`src/rtl/regfile.sv`:
```
// regfile: DEPTH x WIDTH signed register file, one write port, two async read
// ports with optional write forwarding, and a pending bit per register.
module regfile #(
    parameter int WIDTH    = 9,
    parameter int DEPTH    = 8,
    parameter int AW       = $clog2(DEPTH),
    parameter bit ZERO_REG = 1'b0,
    parameter bit BYPASS   = 1'b1
) (
    input  logic                    clk,
    input  logic                    rst_n,
    input  logic                    clr,
    input  logic                    wr_en,
    input  logic [AW-1:0]           wr_addr,
    input  logic signed [WIDTH-1:0] wr_data,
    input  logic [AW-1:0]           rd_addr_a,
    output logic signed [WIDTH-1:0] rd_data_a,
    input  logic [AW-1:0]           rd_addr_b,
    output logic signed [WIDTH-1:0] rd_data_b,
    input  logic                    busy_set,
    input  logic [AW-1:0]           busy_addr,
    output logic                    busy_a,
    output logic                    busy_b
);

    logic [WIDTH-1:0] mem_q [DEPTH];
    logic [WIDTH-1:0] mem_d [DEPTH];
    logic [DEPTH-1:0] busy_q, busy_d;
    logic             hit_a, hit_b;

    // An address is usable if it names a real register that is not the hardwired zero
    function automatic logic ok(input logic [AW-1:0] a);
        return (32'(a) < DEPTH) && !(ZERO_REG && a == '0);
    endfunction

    always_comb begin
        mem_d  = mem_q;
        busy_d = busy_q;
        for (int i = 0; i < DEPTH; i++) begin
            if (wr_en && ok(wr_addr) && wr_addr == AW'(i)) begin
                mem_d[i]  = wr_data;
                busy_d[i] = 1'b0;
            end
            // A newly issued producer outranks the one retiring this cycle
            if (busy_set && ok(busy_addr) && busy_addr == AW'(i))
                busy_d[i] = 1'b1;
            if (clr) begin
                mem_d[i]  = '0;
                busy_d[i] = 1'b0;
            end
        end
    end

    always_ff @(posedge clk or negedge rst_n) begin
        if (!rst_n) begin
            for (int i = 0; i < DEPTH; i++)
                mem_q[i] <= '0;
            busy_q <= '0;
        end else begin
            mem_q  <= mem_d;
            busy_q <= busy_d;
        end
    end

    // Forwarding is suppressed during reset so every read is 0 while rst_n is low
    always_comb begin
        hit_a     = BYPASS && rst_n && wr_en && ok(rd_addr_a) && wr_addr == rd_addr_a;
        hit_b     = BYPASS && rst_n && wr_en && ok(rd_addr_b) && wr_addr == rd_addr_b;
        rd_data_a = !ok(rd_addr_a) ? '0 : hit_a ? wr_data : mem_q[rd_addr_a];
        rd_data_b = !ok(rd_addr_b) ? '0 : hit_b ? wr_data : mem_q[rd_addr_b];
        busy_a    = ok(rd_addr_a) && !hit_a && busy_q[rd_addr_a];
        busy_b    = ok(rd_addr_b) && !hit_b && busy_q[rd_addr_b];
    end

endmodule

```
`config.mk`:
```
export PLATFORM = sky130hd
export DESIGN_NAME = regfile
export DESIGN_NICKNAME = d
export VERILOG_FILES = /design/src/rtl/regfile.sv
export SDC_FILE = /design/constraint.sdc
export NUM_CORES = 1
export LEC_CHECK = 0
export ABC_AREA = 1
export BUFFER_PORTS_ARGS = -buffer_cell sky130_fd_sc_hd__buf_4
export CAP_MARGIN = 20
export CORE_ASPECT_RATIO = 1.4
export CORE_MARGIN = 5
export CORE_UTILIZATION = 54
export DETAILED_ROUTE_END_ITERATION = 6
export PLACE_DENSITY_LB_ADDON = 0.1
export SYNTH_ARGS = -nofsm -noshare
export SYNTH_HDL_FRONTEND = slang
export SYNTH_SLANG_ARGS = --single-unit
```
`constraint.sdc`:
```
create_clock -name clk -period 1.5 [get_ports clk]
set_clock_uncertainty 0.2 [all_clocks]
set_input_delay 0.3 -clock clk [delete_from_list [all_inputs] [get_ports clk]]
set_output_delay 0.3 -clock clk [all_outputs]
set_load 0.02 [all_outputs]
```
==> impl_results.md <==
* Total core area at 9080 sq um
* Crit path cell chain: inv_2, nand2_1, nand3_1, nand3_1, nand3_1, nand2_2, buf_6
* Worst path slowest cell: dfrtp_1
* Hold Path Class: input port to asynchronous set/reset pin
* Commonest non-fill, non-tap cell in the layout: nand2_1
* DIE HEIGHT at around 120 um
* Clock Path Buffers at 2
* Area growth syn-to-layout at 43.13%
* Post-route ant nets at 0
* Startpoint Class: flip-flop
* Reg2reg path depth at 8
* RSZ-0062 raised after global routing: yes
* Least-Margin Pin Slew at ~0.64 ns
* Ranking of synthesized cells by area: dfrtp_1, nand2_1, nand3_1
* Max Freq at about 540 MHz
* Count of cell types in the netlist at 25
* # nets final at 924
* Top-area cell type share of the netlist area at 39.53%
* Outcome: finished with violations
* Max Cap Viol at 0
* Synthesized area per cell at 6.502 sq um
* CP bufs+invs at 2
* Largest net degree at the start of global routing at 50
* Share of cells above drive strength 1 at between 40% and 50%
* DRC viols at 0
* I/O pin count at between 40 and 50
* Vias in the first global route at about 5800
* Initial antenna violation count at 0
* Setup ws final at -0.3387 ns
* Clock slew at reported path FFs at 0.07 ns
* Worst Path Max Fanout at 3
* Ys flop type: dfrtp_1
* CP required at 1.00 ns
* Wire length per cell at ~19 um
* WL final at 18970 um
* Worst vdd ir at between 0.0007 and 0.0008 V
* YS warnings at 0
* Async S/R FF share, synth at 100.0%
* CP Data Arrival Time at 1.34 ns
* Htree depth at 3
* Largest stage delay on the critical path at around 0.39 ns
* Antenna diode count at 0
* Post-DP HPWL at approximately 12000 um
* Clk_lat worst skew at roughly 0.34 ns
* CTS Sinks at 80
* Crit Path Class: flip-flop to output port
* Commonest cells after routing, fill and taps aside: nand2_1, buf_4, dfrtp_1
* Post-Syn Nets at 805
* Cells after Synth at roughly 800
* CTS tree: yes
* # rows at between 40 and 50
* Total power divided by cell area at 894.9 nW/um^2
* Number of buffers added on ports at 45
* Final Util at about 80%
* Die width at 91.85 um
* Number of flops mapped to enable cells by yosys at 0
* Final Max Slew Viols at 0
* Most used cell along the critical path: nand3_1
* Period utilization at 122.6%
* DR vias/cell at between 5 and 6
* Yosys reg bits at 80
* Final hold violation count at 48
* RePlAce Congestion at approximately 0.91
* Worst setup EP type: output port
* Drt pass-1 iters at 5
* Power, Total at about 6500 uW
* Die Area at approximately 11000 sq um
* Violated checks: negative hold slack, negative setup slack
* Inst Count DP at between 900 and 1000
* Vias at between 5000 and 6000
* GRT overflow at 0
* # setup viols final at 20
* Area leader, netlist: dfrtp_1
* Iter 0 DRT Violations at ~570
* First-pass GRT wire length at around 28000 um
* Sequential fraction of the synthesis area at 39.53%
* Critical path depth in cells at 7
* GR Util All Layers at approximately a third
* Pleak at 0.003766 uW
* Delay-heaviest family, CP: flip-flops
* Relative slew slack at ~57%
* Non-Filler Instances at roughly 1000
* Post-Syn Area at around 5000 sq um
* CTS Hold Bufs at 1
* Initial Util at 55.78%
* Final Critical Period at between 1.5 and 2 ns
* CTS Buf Count at 9
* Min Hold Slack at -0.08184 ns
* Clock Tree Root: clkbuf_16
* Total negative setup slack at -6.254 ns
## registers in the layout, indices dropped and copies added (netlist names)
| register | cells |
|---|---|
| busy_q | 8 |
| mem_q | 72 |
## worst reg2reg max path: cells and delay by family, from the launching register on
family | cells | cell delay, ns
DFF | 1 | 0.37
buffers and inverters | 7 | 0.66
AOI/OAI and AO/OA | 1 | 0.13
## metal layers
metal	wire (um)	vias up	GRT usage, %
met5	0	-	0
met4	1205	0	20.73
met2	9094	413	52.41
li1	-	2705	-
met1	6929	2743	36.95
met3	1743	116	5.801
## report_power, final
group          switching, uW  total (uW)  internal, uW
clock network            923        2260          1330
logic                   1100        1860           757
registers               71.4        2370          2300
total                   2100        6490          4390
## worst paths after layout
path,from,end,slack (ns)
setup / recovery,mem_q[37],rd_data_b[1],-0.34
hold / removal,rst_n,mem_q[69],-0.08
setup reg to reg,mem_q[61],mem_q[61],0.06
hold reg to reg,busy_q[0],busy_q[0],0.33
max in group asynchronous,rst_n,mem_q[12],0.27
min in group clk,clr,busy_q[4],0.01
## per-stage QoR
stage / setup WS [ns] / instance area (sq um)
4_1_cts: -0.3472 / 6842
6_report: -0.3387 / 7249
2_1_floorplan: -0.08674 / 5235
3_3_place_gp: -0.3836 / 6137
3_5_place_dp: -0.3876 / 6137
5_1_grt: -0.3971 / 7249
## what timing repair did
action | CTS | global route
gates cloned | 1 | 0
setup buffers | 18 | 12
setup endpoints to repair | 20 | 21
endpoints found under the hold margin | 49 | 48
pin swaps | 69 | 65
resized for setup | 119 | 106
## area by class of cell
type                    count  area [sq um]
clock buffers              11         242.7
clock inverters             5         56.30
fillers                   602          1831
inverters                 103         399.1
multi-input cells         555          2944
flip-flops and latches     80          2002
well taps                 107         133.9
repair buffers            149          1471
## kinds of logic after synthesis
kind of cell,after synthesis,share of synthesized area (%)
AND/OR/NAND/NOR,465,38.74
flip-flops,80,39.53
AO/OA/AOI/OAI,90,10.08
buffers and inverters,144,11.66
## synthesized netlist by cell type, types with 2 or more instances
| cell | instances |
|---|---|
| buf_4 | 4 |
| o21ai_2 | 11 |
| nand2_1 | 294 |
| buf_1 | 3 |
| clkinv_1 | 2 |
| buf_2 | 15 |
| o211ai_1 | 2 |
| o21ai_0 | 71 |
| inv_1 | 100 |
| nor2_1 | 26 |
| a21oi_1 | 2 |
| clkbuf_1 | 16 |
| o32ai_1 | 2 |
| buf_6 | 2 |
| nand2_2 | 7 |
| nor3_4 | 2 |
| dfrtp_1 | 80 |
| nand3_1 | 133 |
Note: power is estimated with default switching activity, not from simulation.
